## src/rtl/blob_pkg.sv

```systemverilog
// Shared types and sizing for the blob centroid tracker: FSM state encoding,
// default accumulator widths and the pixel coordinate width.
package blob_pkg;

    localparam int COORD_W   = 10;
    localparam int SUM_W_DEF = 28;
    localparam int CNT_W_DEF = 18;

    typedef enum logic [2:0] {
        IDLE,
        ACCUM,
        DIV_X,
        DIV_Y,
        PUBLISH
    } blob_state_t;

endpackage

```

## src/rtl/seq_divider.sv

```systemverilog
// Unsigned restoring divider, one quotient bit per cycle; done is high during
// the final iteration and quotient shows the finished result in that cycle.
module seq_divider #(
    parameter int DIVIDEND_W = 28,
    parameter int DIVISOR_W  = 18,
    parameter int OUT_W      = 10
) (
    input  logic                  clk,
    input  logic                  srst,
    input  logic                  start,
    input  logic                  abort,
    input  logic [DIVIDEND_W-1:0] dividend,
    input  logic [DIVISOR_W-1:0]  divisor,
    output logic                  busy,
    output logic                  done,
    output logic [OUT_W-1:0]      quotient
);

    localparam int CNT_BITS = $clog2(DIVIDEND_W + 1);

    logic [DIVIDEND_W-1:0] quo_reg, quo_next;
    logic [DIVISOR_W-1:0]  rem_reg, rem_next, den_reg;
    logic [DIVISOR_W:0]    trial;
    logic [CNT_BITS-1:0]   cnt_reg;
    logic                  busy_reg;

    // The remainder stays below the divisor, so the low bits of the difference are exact.
    always_comb begin
        trial = {rem_reg, quo_reg[DIVIDEND_W-1]};
        if (trial >= {1'b0, den_reg}) begin
            rem_next = trial[DIVISOR_W-1:0] - den_reg;
            quo_next = {quo_reg[DIVIDEND_W-2:0], 1'b1};
        end else begin
            rem_next = trial[DIVISOR_W-1:0];
            quo_next = {quo_reg[DIVIDEND_W-2:0], 1'b0};
        end
    end

    always_ff @(posedge clk) begin
        if (srst || abort) begin
            busy_reg <= 1'b0;
            cnt_reg  <= '0;
            quo_reg  <= '0;
            rem_reg  <= '0;
            den_reg  <= '0;
        end else if (start) begin
            busy_reg <= 1'b1;
            cnt_reg  <= CNT_BITS'(DIVIDEND_W);
            quo_reg  <= dividend;
            rem_reg  <= '0;
            den_reg  <= divisor;
        end else if (busy_reg) begin
            quo_reg <= quo_next;
            rem_reg <= rem_next;
            cnt_reg <= cnt_reg - CNT_BITS'(1);
            if (cnt_reg == CNT_BITS'(1)) begin
                busy_reg <= 1'b0;
            end
        end
    end

    assign busy     = busy_reg;
    assign done     = busy_reg && (cnt_reg == CNT_BITS'(1));
    assign quotient = quo_next[OUT_W-1:0];

endmodule

```

## src/rtl/blob_centroid_tracker.sv

```systemverilog
// Accumulates dark-pixel coordinates over a window and divides by the count to
// publish a centroid. Optional bounding box outputs are enabled by BLOB_BBOX_EN.
module blob_centroid_tracker
    import blob_pkg::*;
#(
    parameter int SUM_W      = SUM_W_DEF,
    parameter int CNT_W      = CNT_W_DEF,
    parameter int MIN_PIXELS = 16
) (
    input  logic               Clk,
    input  logic               RST,
    input  logic               RstH,
    input  logic               Get,
    input  logic               Get_done,
    input  logic               x_values,
    input  logic [COORD_W-1:0] Draw_X,
    input  logic [COORD_W-1:0] Draw_Y,
    output logic [COORD_W-1:0] Centroid_X,
    output logic [COORD_W-1:0] Centroid_Y,
    output logic [CNT_W-1:0]   Pixel_Count,
    output logic               Found,
    output logic               Valid,
    output logic               Busy
`ifdef BLOB_BBOX_EN
    ,
    output logic [COORD_W-1:0] Bbox_Xmin,
    output logic [COORD_W-1:0] Bbox_Xmax,
    output logic [COORD_W-1:0] Bbox_Ymin,
    output logic [COORD_W-1:0] Bbox_Ymax
`endif
);

    localparam logic [CNT_W-1:0] MIN_CNT = CNT_W'(MIN_PIXELS);

    blob_state_t state_reg, state_next;

    logic [CNT_W-1:0]   count_reg, count_next;
    logic [SUM_W-1:0]   sum_x_reg, sum_x_next, sum_y_reg, sum_y_next;
    logic [SUM_W:0]     sum_x_wide, sum_y_wide;
    logic               take, frame_done, enough, publish_skip, publish_div;

    logic [COORD_W-1:0] centroid_x_reg, centroid_y_reg, cx_pend_reg;
    logic [CNT_W-1:0]   pix_count_reg;
    logic               found_reg;

    logic               div_start, div_busy, div_done;
    logic [SUM_W-1:0]   div_dividend;
    logic [CNT_W-1:0]   div_divisor;
    logic [COORD_W-1:0] div_quotient;

    assign take         = (state_reg == ACCUM) && Get && !x_values;
    assign frame_done   = (state_reg == ACCUM) && Get_done && !RstH;
    assign enough       = (count_next >= MIN_CNT);
    assign publish_skip = frame_done && !enough;
    assign publish_div  = (state_reg == DIV_Y) && div_done && !RstH;

    // Saturating accumulation; the next-values also feed the frame-end decision
    // so a sample arriving with Get_done is counted.
    always_comb begin
        count_next = count_reg;
        sum_x_next = sum_x_reg;
        sum_y_next = sum_y_reg;
        sum_x_wide = {1'b0, sum_x_reg} + (SUM_W+1)'(Draw_X);
        sum_y_wide = {1'b0, sum_y_reg} + (SUM_W+1)'(Draw_Y);
        if (take) begin
            count_next = (count_reg == '1) ? count_reg : count_reg + CNT_W'(1);
            sum_x_next = sum_x_wide[SUM_W] ? '1 : sum_x_wide[SUM_W-1:0];
            sum_y_next = sum_y_wide[SUM_W] ? '1 : sum_y_wide[SUM_W-1:0];
        end
    end

    always_ff @(posedge Clk) begin
        if (RST || RstH) begin
            count_reg <= '0;
            sum_x_reg <= '0;
            sum_y_reg <= '0;
        end else begin
            count_reg <= count_next;
            sum_x_reg <= sum_x_next;
            sum_y_reg <= sum_y_next;
        end
    end

    always_ff @(posedge Clk) begin
        if (RST) begin
            state_reg <= IDLE;
        end else begin
            state_reg <= state_next;
        end
    end

    always_comb begin
        state_next = state_reg;
        case (state_reg)
            IDLE:    if (RstH) state_next = ACCUM;
            ACCUM:   if (!RstH && Get_done) state_next = enough ? DIV_X : PUBLISH;
            DIV_X:   if (RstH) state_next = ACCUM;
                     else if (div_done) state_next = DIV_Y;
            DIV_Y:   if (RstH) state_next = ACCUM;
                     else if (div_done) state_next = PUBLISH;
            PUBLISH: state_next = RstH ? ACCUM : IDLE;
            default: state_next = IDLE;
        endcase
    end

    // X division launches straight from the frame end; Y launches on the first
    // DIV_Y cycle, once the divider has gone idle after X.
    always_comb begin
        Valid        = (state_reg == PUBLISH);
        Busy         = (state_reg == DIV_X) || (state_reg == DIV_Y);
        div_start    = (frame_done && enough) ||
                       ((state_reg == DIV_Y) && !div_busy && !RstH);
        div_dividend = (state_reg == DIV_Y) ? sum_y_reg : sum_x_next;
        div_divisor  = (state_reg == DIV_Y) ? count_reg : count_next;
    end

    seq_divider #(
        .DIVIDEND_W (SUM_W),
        .DIVISOR_W  (CNT_W),
        .OUT_W      (COORD_W)
    ) u_div (
        .clk      (Clk),
        .srst     (RST),
        .start    (div_start),
        .abort    (RstH),
        .dividend (div_dividend),
        .divisor  (div_divisor),
        .busy     (div_busy),
        .done     (div_done),
        .quotient (div_quotient)
    );

    always_ff @(posedge Clk) begin
        if (RST) begin
            pix_count_reg  <= '0;
            found_reg      <= 1'b0;
            cx_pend_reg    <= '0;
            centroid_x_reg <= '0;
            centroid_y_reg <= '0;
        end else begin
            if (frame_done) pix_count_reg <= count_next;
            if (publish_skip) found_reg <= 1'b0;
            if ((state_reg == DIV_X) && div_done && !RstH) cx_pend_reg <= div_quotient;
            if (publish_div) begin
                centroid_x_reg <= cx_pend_reg;
                centroid_y_reg <= div_quotient;
                found_reg      <= 1'b1;
            end
        end
    end

    assign Centroid_X  = centroid_x_reg;
    assign Centroid_Y  = centroid_y_reg;
    assign Pixel_Count = pix_count_reg;
    assign Found       = found_reg;

`ifdef BLOB_BBOX_EN
    // Index 0 tracks X, index 1 tracks Y.
    for (genvar gi = 0; gi < 2; gi++) begin : g_bbox
        logic [COORD_W-1:0] coord;
        logic [COORD_W-1:0] bmin_reg, bmax_reg, bmin_next, bmax_next;
        logic [COORD_W-1:0] pmin_reg, pmax_reg;

        assign coord = (gi == 0) ? Draw_X : Draw_Y;

        always_comb begin
            bmin_next = bmin_reg;
            bmax_next = bmax_reg;
            if (take) begin
                if (coord < bmin_reg) bmin_next = coord;
                if (coord > bmax_reg) bmax_next = coord;
            end
        end

        always_ff @(posedge Clk) begin
            if (RST) begin
                bmin_reg <= '0;
                bmax_reg <= '0;
                pmin_reg <= '0;
                pmax_reg <= '0;
            end else begin
                if (RstH) begin
                    bmin_reg <= '1;
                    bmax_reg <= '0;
                end else begin
                    bmin_reg <= bmin_next;
                    bmax_reg <= bmax_next;
                end
                if (publish_skip || publish_div) begin
                    pmin_reg <= bmin_next;
                    pmax_reg <= bmax_next;
                end
            end
        end
    end

    assign Bbox_Xmin = g_bbox[0].pmin_reg;
    assign Bbox_Xmax = g_bbox[0].pmax_reg;
    assign Bbox_Ymin = g_bbox[1].pmin_reg;
    assign Bbox_Ymax = g_bbox[1].pmax_reg;
`endif

endmodule

```

## config.mk

```make
export PLATFORM = sky130hd
export DESIGN_NAME = blob_centroid_tracker
export DESIGN_NICKNAME = d
export VERILOG_FILES = /design/src/rtl/blob_pkg.sv /design/src/rtl/seq_divider.sv /design/src/rtl/blob_centroid_tracker.sv
export SDC_FILE = /design/constraint.sdc
export NUM_CORES = 1
export LEC_CHECK = 0
export ABC_AREA = 0
export CORE_MARGIN = 1.5
export CORE_UTILIZATION = 40
export DETAILED_ROUTE_END_ITERATION = 8
export GPL_ROUTABILITY_DRIVEN = 1
export PLACE_DENSITY = 0.72
export RECOVER_POWER = 50
export SYNTH_ARGS = -nofsm -noshare
export SYNTH_HDL_FRONTEND = slang
export SYNTH_SLANG_ARGS = --single-unit
export TNS_END_PERCENT = 30
```

## constraint.sdc

```tcl
create_clock -name Clk -period 2.8 [get_ports Clk]
set_input_delay 0.56 -clock Clk [delete_from_list [all_inputs] [get_ports Clk]]
set_output_delay 0.56 -clock Clk [all_outputs]
set_load 0.05 [all_outputs]
```

==> impl_metrics.tcl <==
set metrics [dict create \
    netlist_area_mm2 0.0104 \
    layout_common_cells "188 x dfxtp_1, 151 x nor2_1, 130 x buf_4, 109 x nand2_1, 73 x a21oi_1" \
    htreeDepth 4 \
    fin_tns_setup_ns 0 \
    end_kind "flip-flop" \
    viasPerCell 5.58 \
    gp_congestion 0.862 \
    crit_path_max_fanout 5 \
    clk_path_buf_depth 2 \
    start_util_pct 41.0 \
    cts_hold_buf 0 \
    first_pass_iters 5 \
    critPathLaunchType "input pin" \
    yosys_warnings 0 \
    cp_top_family "compound AO/OA/AOI/OAI gates" \
    hp-start "Centroid_Y[1]" \
    cts_num_sinks 196 \
    fillers 2326 \
    reg2reg_slack_ns 0.10 \
    wl_per_cell_um 16.4 \
    fin_ws_ns 0.0485 \
    crit_cells 12 \
    final_layout_size_suffix_gt1_share_pct 20.0 \
    tightest_slew_ns 0.662 \
    worstSetupPathType "in -> reg" \
    worstRegToRegCells 12 \
    wl_mm 28.9 \
    vias 9804 \
    ys_seq_area_share_pct 37.7 \
    postSynthNetCount 1319 \
    powerDensity_mw_per_mm2 427 \
    cts_tree "done" \
    die_w_um 164 \
    grt_pass1_vias 9479 \
    r2r_end "u_div.quo_reg[20]" \
    diodes 0 \
    dp_slack_ns -0.741 \
    row_count 58 \
    hold_end "Centroid_Y[1]" \
    mostFrequentLayoutCell "dfxtp_1" \
    slowest_stage "a2111o_1" \
    netlist_instances 1249 \
    finalSetupViolations 0 \
    portBuffers 66 \
    crit_required_ns 3.17 \
    cpPeakStageDelay_ns 0.46 \
    synth_edf_count 0 \
    crit_chain "clkdlybuf4s50_1, buf_4, ha_1, a21o_1, a21oi_2, o21ai_0, a2111o_1, a31oi_4, buf_4, nor4_1, xnor2_1, o21ai_0" \
    ant_nets 0 \
    clk_latency_ns 0.46 \
    final_nets 1485 \
    worst_ir_drop_vdd_uv 407 \
    die_h_um 164 \
    grt_pass1_wl_mm 46.6 \
    period_minus_slack_ns 2.75 \
    hold_path.class "reg -> reg" \
    die-area_mm2 0.0270 \
    post-dp-hpwl_mm 20.0 \
    maxCapViolCount 0 \
    core_region_area_mm2 0.0254 \
    finalCritPeriodShare_pct 98.3 \
    cts_made_buffers 17 \
    p_leak_nw 5.04 \
    drtIter0Drc 747 \
    utilization_pct 53.0 \
    area_delta_synth_final_pct 29.1 \
    synth_cell_types 70 \
    hold_depth 2 \
    relSlewSlack_pct 55.9 \
    grt_max_degree 45 \
    grt_antenna_before_repair 0 \
    cts_root_buffer "clkbuf_16" \
    r2r_start "count_reg[1]" \
    dpl_cell_area_mm2 0.0122 \
    syn_avg_cell_area_um2 8.34 \
    crit_arrival_ns 3.12 \
    clkTransAtPathRegs_ns 0.08 \
    drv_slew 0 \
    path_buf_inv 3 \
    fmax_ghz 0.363 \
    track_usage_pct 21.5 \
    finClkSkew_ns 0.0127 \
    drc 0 \
    rsz0062_at_grt "yes" \
    grt-ovfl-total 0 \
    synthFlopType "dfxtp_1" \
    synthArstFlopShare_pct 0 \
    final_area_mm2 0.0135 \
    io_pins 67 \
    status "finished, final reports clean" \
    synth-seq-cells 196 \
    whs_ns 0.454 \
    hold_violations 0 \
]
==> synth_stat cells (33+ instances only) <==
| master | number | share of area (%) |
|---|---|---|
| a211oi_1 | 42 | 3.0 |
| a21oi_1 | 77 | 3.7 |
| a31oi_1 | 34 | 2.0 |
| clkbuf_1 | 55 | 2.0 |
| dfxtp_1 | 196 | 38 |
| ha_1 | 41 | 4.9 |
| inv_1 | 44 | 1.6 |
| mux2i_1 | 33 | 3.2 |
| nand2_1 | 110 | 4.0 |
| nand3_1 | 48 | 2.3 |
| nor2_1 | 152 | 5.5 |
| o21ai_0 | 62 | 3.0 |
| xnor2_1 | 44 | 3.7 |
| xor2_1 | 33 | 2.8 |
==> where the power goes <==
part | internal, mW | leakage (nW) | switching (mW)
clock | 1.23 | 0.302 | 1.31
sequential | 2.80 | 1.58 | 0.0139
combinational | 0.157 | 3.16 | 0.231
==> worst max path at each step <==
stage                         to  slack (ns)        startpoint
2_1_floorplan      sum_y_reg[24]       -0.02         Draw_Y[0]
3_3_place_gp   u_div.quo_reg[12]       -0.82               Get
3_5_place_dp   u_div.quo_reg[12]       -0.74               Get
4_1_cts        u_div.quo_reg[20]       0.002         Draw_X[5]
5_1_grt         u_div.rem_reg[5]       -0.05  u_div.den_reg[4]
6_report           sum_y_reg[23]        0.05         Draw_Y[1]
==> layout make-up <==
class / instances / area [µm²] / area share (%)
multi-input combinational: 932 / 6350 / 47.2
sequential: 196 / 3930 / 29.2
timing repair buffer: 223 / 1960 / 14.6
clock buffer: 17 / 425 / 3.16
tap: 330 / 413 / 3.07
clock inverter: 15 / 201 / 1.50
inverter: 45 / 170 / 1.26
==> cells by family (layout without fill, tap and decap cells) <==
group | Yosys count | after routing | share of synthesized area, %
and+or+nand+nor | 449 | 449 | 20.5
DFF | 196 | 196 | 37.7
muxes | 40 | 40 | 3.93
adders and majority gates | 44 | 44 | 5.50
buffers and inverters | 121 | 300 | 4.94
AOI/OAI and AO/OA | 322 | 322 | 21.0
xor gates and xnor gates | 77 | 77 | 6.47
==> worst reg2reg max path: cells and delay by family, from the launching register on <==
kind	cells	cell delay [ns]
flops	1	0.32
buf+inv	3	0.44
fa+ha+maj	1	0.21
simple gates	4	0.69
compound gates	4	0.94
==> metrics by stage <==
stage                     cells  total power [mW]
after floorplan            1249              3.09
after detailed placement   1705              3.25
after global placement     1705              3.24
after global routing       1758              5.92
final                      1758              5.74
after CTS                  1752              5.76
==> per-layer routing <==
layer	vias to the layer above	part of all wire, %	track usage [%]
met2	255	50	37.6
met5	-	0	0
met1	4666	44	26.8
met4	0	2.1	7.33
met3	45	4.2	3.62
li1	4838	-	-
==> repair_timing <==
action / CTS / global route
pin swaps: 16 / 23
gates cloned: 4 / 1
buffers inserted: 11 / 5
resized for setup: 37 / 64
setup endpoints to repair: 95 / 78
Note: power is estimated with default switching activity, not from simulation.
